==> config.mk <==
export PLATFORM = sky130hd
export DESIGN_NAME = rs_len_fifo
export DESIGN_NICKNAME = d
export VERILOG_FILES = /design/src/rtl/rs_chk_pkg.sv /design/src/rtl/rs_len_fifo.sv
export SDC_FILE = /design/constraint.sdc
export NUM_CORES = 1
export LEC_CHECK = 0
export CORE_ASPECT_RATIO = 0.7
export CORE_UTILIZATION = 55
export CTS_CLUSTER_DIAMETER = 60
export DETAILED_ROUTE_END_ITERATION = 7
export HOLD_SLACK_MARGIN = 0.08
export PLACE_DENSITY = 0.86
export SLEW_MARGIN = 25
export SYNTH_ARGS = -nofsm -noshare
export SYNTH_HDL_FRONTEND = slang
export SYNTH_SLANG_ARGS = --single-unit
export TNS_END_PERCENT = 5
==> constraint.sdc <==
create_clock -name clk -period 4.23 [get_ports clk]
set_clock_uncertainty 0.2 [all_clocks]
set_input_delay 0.423 -clock clk [delete_from_list [all_inputs] [get_ports clk]]
set_output_delay 0.423 -clock clk [all_outputs]
set_load 0.02 [all_outputs]
==> src/rtl/rs_chk_pkg.sv <==
// Shared types and constants for the RS decoder framing/length checker.
package rs_chk_pkg;

   // Framing state, shared by the input-side and output-side trackers.
   typedef enum logic {
      IDLE  = 1'b0,
      FRAME = 1'b1
   } chk_state_t;

   // Bit positions inside chk_sticky.
   localparam int STK_LEN   = 0;
   localparam int STK_UNDER = 1;
   localparam int STK_OVER  = 2;
   localparam int STK_PROTO = 3;

endpackage

==> src/rtl/rs_len_fifo.sv <==
// DEPTH x CNT_W length FIFO. The head is presented combinationally so a
// one-symbol output frame can be compared in the same cycle it pops.
module rs_len_fifo
   import rs_chk_pkg::*;
#(
   parameter int DEPTH = 4,
   parameter int CNT_W = 5
) (
   input  logic                         clk,
   input  logic                         rst,
   input  logic                         push,
   input  logic                         pop,
   input  logic [CNT_W-1:0]             din,
   output logic [CNT_W-1:0]             dout,
   output logic                         full,
   output logic                         empty,
   output logic [$clog2(DEPTH+1)-1:0]   count
);

   localparam int PTR_W = $clog2(DEPTH);
   localparam int OCC_W = $clog2(DEPTH + 1);

   logic [CNT_W-1:0] mem_reg [DEPTH];
   logic [PTR_W-1:0] wr_ptr_reg;
   logic [PTR_W-1:0] rd_ptr_reg;
   logic [OCC_W-1:0] count_reg;
   logic [OCC_W-1:0] count_next;
   logic             do_push;
   logic             do_pop;

   assign full  = (count_reg == OCC_W'(DEPTH));
   assign empty = (count_reg == '0);
   assign count = count_reg;
   assign dout  = mem_reg[rd_ptr_reg];

   // A pop frees a slot, so a full FIFO popped and pushed together keeps the push.
   assign do_pop  = pop & ~empty;
   assign do_push = push & (~full | do_pop);

   // Occupancy follows accepted pushes and pops only.
   always_comb begin
      count_next = count_reg;
      case ({do_push, do_pop})
         2'b10:   count_next = count_reg + 1'b1;
         2'b01:   count_next = count_reg - 1'b1;
         default: count_next = count_reg;
      endcase
   end

   // Storage is never cleared; only pointers and occupancy reset.
   always_ff @(posedge clk) begin
      if (do_push) mem_reg[wr_ptr_reg] <= din;
   end

   // Pointers wrap naturally because DEPTH is a power of two.
   always_ff @(posedge clk or posedge rst) begin
      if (rst) begin
         wr_ptr_reg <= '0;
         rd_ptr_reg <= '0;
         count_reg  <= '0;
      end else begin
         if (do_push) wr_ptr_reg <= wr_ptr_reg + 1'b1;
         if (do_pop)  rd_ptr_reg <= rd_ptr_reg + 1'b1;
         count_reg <= count_next;
      end
   end

endmodule

==> flow_summary.json, run 1 <==
{
  "gr-usage-all-layers": 0.191,
  "grt_max_degree": 16,
  "yosysTopAreaCell": "edfxtp_1",
  "dp.cells": 104,
  "grt_overflow": 0,
  "synth_area_sq_um": 1160,
  "dieArea_sq_um": 2310,
  "hold_violations": 0,
  "die_h_microns": 40.5,
  "ant_nets": 0,
  "yosys_warnings": 0,
  "initialDrtViolationCount": 18,
  "r2r_cells": 9,
  "place_area_sq_um": 1360,
  "critPathKind": "reg -> out",
  "clk_latency_ps": 320,
  "hold_ws_ps": 112,
  "pre_cts_ws_ps": 1690,
  "cp-start-kind": "register",
  "stdcell_count": 108,
  "cts_resized": 0,
  "route.detailed.drc": 5,
  "antenna_found_initial": 0,
  "area_growth_pct": 19.5,
  "tns_ps": 0,
  "synth_top_area_share": 0.516,
  "antenna_cells": 0,
  "tightest_slew_ps": 386,
  "fmax_ghz": 0.376,
  "grt_pass1_wl_microns": 2820,
  "violations": "DRC",
  "synthTopCellsByArea": "edfxtp_1 52%, dfrtp_1 15%, mux4_2 9.7%",
  "vias": 575,
  "power_density_nw_per_um2": 690,
  "cp.required_ps": 3610,
  "synth_edf_count": 20,
  "reg2reg_slack_ps": 1680,
  "clock_path_buffers": 2,
  "async_flop_share": 0.259,
  "cts_tree": "done",
  "dp_hpwl_microns": 1490,
  "dieWidth_microns": 57.0,
  "core_area_sq_um": 1920,
  "htreeDepth": 1,
  "vias_per_cell": 5.32,
  "ir_worst_vdd_mv": 0.379,
  "max_cap_violations": 0,
  "ys.flop_type": "edfxtp_1",
  "hold_path.class": "in -> async",
  "drive_gt1_frac": 0.186,
  "worst_slack_ps": 1570,
  "finalNetCount": 102,
  "ys_types": 19,
  "top_level_ports": 19,
  "wl_per_cell_microns": 18.1,
  "crit_fanout": 7,
  "hold_buffers": 0,
  "drt-total-wl_microns": 1950,
  "arrival_ps": 2030,
  "critPathCaptureType": "output port",
  "slew_violations": 0,
  "cts_buffers": 3,
  "min_period_over_period": 0.628,
  "clock_sinks": 27,
  "postSynthAreaPerCell_sq_um": 17.6,
  "cts_root_buf": "clkbuf_4",
  "yosys-top-cells-count": "20 x edfxtp_1, 8 x inv_1, 7 x dfrtp_1, 5 x ha_1, 5 x mux4_2",
  "clk_pin_slew_ps": 140,
  "postCtsSetupBuffers": 0,
  "initial_core_util": 0.606,
  "synthesis.nets": 81,
  "rows": 13,
  "netlist_instances": 66,
  "gp_congestion": 0.698,
  "fin_crit_ps": 2660,
  "rsz0062_at_grt": "no",
  "largest_register_ffs": 20,
  "ys_seq_elements": 27,
  "post-synth-top-count-cell": "edfxtp_1",
  "ys_seq_area_frac": 0.667,
  "fillers": 130,
  "status": "complete, but fails checks",
  "dr.pass1.iters": 6,
  "slew_headroom": 0.743,
  "finalSetupViolCount": 0,
  "final_cell_area_sq_um": 1390,
  "p_leak_nw": 0.537,
  "port_buffers": 18,
  "grt_pass1_vias": 561
}
-- metal layers --
layer / routed length [microns] / global-route usage / share of wire / up-vias
met1: 931 / 0.246 / 0.48 / 284
met2: 934 / 0.321 / 0.48 / 11
li1: - / - / - / 278
met5: 0 / 0 / 0 / -
met3: 67 / 0.0613 / 0.034 / 2
met4: 21 / 0.0549 / 0.011 / 0
-- metrics by stage --
stage	power (W)	utilization
5_1_grt	0.00101	0.724
3_5_place_dp	0.000858	0.710
3_3_place_gp	0.000829	0.710
2_1_floorplan	0.000689	-
6_report	0.000959	0.724
4_1_cts	0.000963	0.724
-- path summary, 6_finish.rpt --
kind                                 end           from
max in group asynchronous  rd_ptr_reg[0]            rst
max reg2reg                     count[2]       count[0]
min                        wr_ptr_reg[0]            rst
max                              dout[1]  rd_ptr_reg[0]
min reg2reg                     count[2]       count[2]
min in group clk                count[2]       count[2]
-- power breakdown --
part	switching [W]	internal (W)	leakage, nW
Sequential	0.0000728	0.000363	0.265
Clock	0.0000713	0.0000354	0.0177
Combinational	0.000196	0.000221	0.254
Total	0.000340	0.000619	0.537
-- critical path, cell delays in order (launching register included) --
cell and delay [ps]:
dfrtp_1 600, mux4_2 570, clkdlybuf4s50_1 550
-- layout by cell type (no fill, tap or decap), drive strengths merged, types with 3 or more instances in the layout --
| cell | count |
|---|---|
| inv | 8 |
| mux4 | 5 |
| clkbuf | 3 |
| xor2 | 3 |
| and2 | 4 |
| clkdlybuf4s50 | 18 |
| dfrtp | 7 |
| xnor2 | 3 |
| edfxtp | 20 |
| ha | 5 |
-- cell type report --
type	count	area, sq um	share of cell area
clock buffers	3	22.5	0.0162
well taps	22	27.5	0.0198
inverters	8	30.0	0.0216
clock inverters	1	5.00	0.00360
repair buffers	18	180	0.130
flip-flops and latches	27	776	0.558
multi-input cells	29	349	0.251
-- cell families after synthesis --
| group | after synthesis | synth area share |
|---|---|---|
| AOI/OAI and AO/OA | 2 | 0.0215 |
| xor gates and xnor gates | 6 | 0.0452 |
| adders and majority gates | 6 | 0.0710 |
| buffers and inverters | 10 | 0.0333 |
| DFF | 27 | 0.667 |
| muxes | 7 | 0.118 |
| and+or+nand+nor | 8 | 0.0441 |
No activity file was read; power rests on OpenSTA's default activity.
==> inputs of run 2 (changes only) <==
CORE_UTILIZATION = 46   (was 55)
PLACE_DENSITY = 0.77   (was 0.86)
clock period = 2.3 ns   (was 4.23 ns; I/O delays follow)
==> run 2 against run 1 <==
The run now ends clean. Flip-flop and latch count unchanged. Sequential power increased by 79%. First-iteration DRC count decreased by 22%. Critical endpoint is now count[2]. Largest power group is now combinational logic.
==> flow_summary.json, run 2 (same netlist as run 1, synthesis figures left out) <==
{
  "initial_core_util": 0.515,
  "ir_worst_vdd_mv": 0.540,
  "r2r_cells": 9,
  "cts_tree": "done",
  "grt_max_degree": 17,
  "startpoint": "count[1]",
  "top_level_ports": 19,
  "cts_root_buf": "clkbuf_4",
  "hold_path.class": "in -> reg",
  "finalSetupViolCount": 0,
  "status": "finished, final reports clean",
  "port_buffers": 18,
  "dieWidth_microns": 62.1,
  "antenna_found_initial": 0,
  "cp-start-kind": "register",
  "clock_path_buffers": 2,
  "finalNetCount": 108,
  "rsz0062_at_grt": "yes",
  "tns_ps": 0,
  "crit_family": "simple AND/OR/NAND/NOR gates",
  "wl_per_cell_microns": 14.7,
  "post-route-util": 0.651,
  "grt_use_met2": 0.244,
  "core_area_sq_um": 2260,
  "hold-path-cell-count": 1,
  "dr.pass1.iters": 3,
  "min_period_over_period": 0.999,
  "largest_register_ffs": 20,
  "regToRegEndpoint": "count[2]",
  "crit_fanout": 2,
  "grt_pass1_wl_microns": 2970,
  "max_stage_delay_ps": 450,
  "drt-total-wl_microns": 1830,
  "place_area_sq_um": 1430,
  "max_cap_violations": 0,
  "finalPower_w": 0.00179,
  "critPathCaptureType": "register",
  "area_growth_pct": 26.5,
  "final_common_cell": "edfxtp_1",
  "dp_hpwl_microns": 1370,
  "clk_pin_slew_ps": 140,
  "gr-usage-all-layers": 0.150,
  "grt_overflow": 0,
  "hold_violations": 0,
  "dieArea_sq_um": 2740,
  "grt_pass1_vias": 602,
  "globalRouteMet1Util": 0.205,
  "ant_nets": 0,
  "drive_gt1_frac": 0.326,
  "initialDrtViolationCount": 14,
  "vias_per_cell": 4.84,
  "cts_buffers": 3,
  "hold_start": "din[0]",
  "slew_headroom": 0.791,
  "crit_buf_inv": 2,
  "antenna_cells": 0,
  "vias": 600,
  "final_cell_area_sq_um": 1470,
  "use_met3": 0.0490,
  "route.detailed.drc": 0,
  "crit_slowest_cell": "dfrtp_2",
  "critPathKind": "reg -> reg",
  "tightest_slew_ps": 313,
  "htreeDepth": 1,
  "p_leak_nw": 0.579,
  "rows": 14,
  "gp_congestion": 0.680,
  "critical_path_depth": 9,
  "clock_sinks": 27,
  "slew_violations": 0,
  "pre_cts_ws_ps": -1.60,
  "grt-busiest-layer": "met2",
  "arrival_ps": 2350,
  "r2r_start": "count[1]",
  "mostFrequentLayoutCells": "20 x edfxtp_1, 12 x clkdlybuf4s50_1, 6 x inv_1",
  "fmax_ghz": 0.435,
  "power_density_nw_per_um2": 1220,
  "clk_latency_ps": 320,
  "worst_slack_ps": 1.22,
  "fin_crit_ps": 2300,
  "cp.required_ps": 2360,
  "cp_cell_sequence": "or3b_4 > o21a_4 > inv_2 > ha_4 > inv_2 > fa_2 > xor2_1 > nor2_1 > xor2_1",
  "reg2reg_slack_ps": 1,
  "min_to": "mem_reg[2][0]",
  "die_h_microns": 44.1,
  "fillers": 165
}
==> run 2: changes by cell type in the layout (fill, tap and decap cells not counted), moves of 2 or more <==
cell             previous run  this run
dlygate4sd2_1               0         5
dfrtp_1                     7         3
inv_1                       8         6
dfrtp_2                     0         4
buf_4                       0         5
inv_2                       0         2
clkdlybuf4s50_1            18        12
==> run 2: metal layers <==
metal	wire, microns	up-vias	share of wire
met5	0	-	0
met4	0	0	0
met3	58	0	0.032
met2	905	10	0.50
met1	862	302	0.47
li1	-	288	-
==> run 2: worst max-delay path by stage <==
stage / to / slack (ps)
6_report: count[2] / 1
4_1_cts: count[2] / -10
5_1_grt: count[2] / -50
3_5_place_dp: count[2] / -2
2_1_floorplan: count[2] / -50
3_3_place_gp: count[2] / 50
==> run 2: worst register-to-register path, delay by kind of cell, from the launching register on <==
family / cells / cell delay, ps
XOR/XNOR: 2 / 300
AND/OR/NAND/NOR: 2 / 530
buffers and inverters: 2 / 90
adder cells (fa/ha/maj): 2 / 450
flip-flops: 1 / 450
AO/OA/AOI/OAI: 1 / 200
==> run 2: what timing repair did <==
| item | 4_1_cts | 5_1_grt |
|---|---|---|
| endpoints found under the hold margin | 7 | 0 |
| cloned | 0 | 0 |
| resized for setup | 6 | 1 |
| setup buffers | 1 | 0 |
| hold buffers | 1 | 0 |
| setup endpoints to repair | 6 | 1 |
| pin swaps | 2 | 5 |
==> run 2: per-stage QoR <==
stage               cells  hold WS (ps)
detailed placement    118           299
global route          124           335
CTS                   124           336
finish                124           338
floorplan              66          -167
global placement      118           282
==> run 2: power breakdown <==
part	total (W)	internal [W]	leakage, nW	switching [W]
registers	0.000777	0.000674	0.261	0.000103
logic	0.000808	0.000425	0.304	0.000383
clock network	0.000204	0.0000665	0.0139	0.000137
total	0.00179	0.00117	0.579	0.000624
==> run 2: cell type report <==
cell class	count	area (sq um)	area share
Tap cell	32	40.0	0.0272
Inverter	8	30.0	0.0204
Timing Repair Buffer	24	224	0.152
Multi-Input combinational cell	29	367	0.249
Clock buffer	3	22.5	0.0153
Sequential cell	27	781	0.531
Clock inverter	1	7.51	0.00510
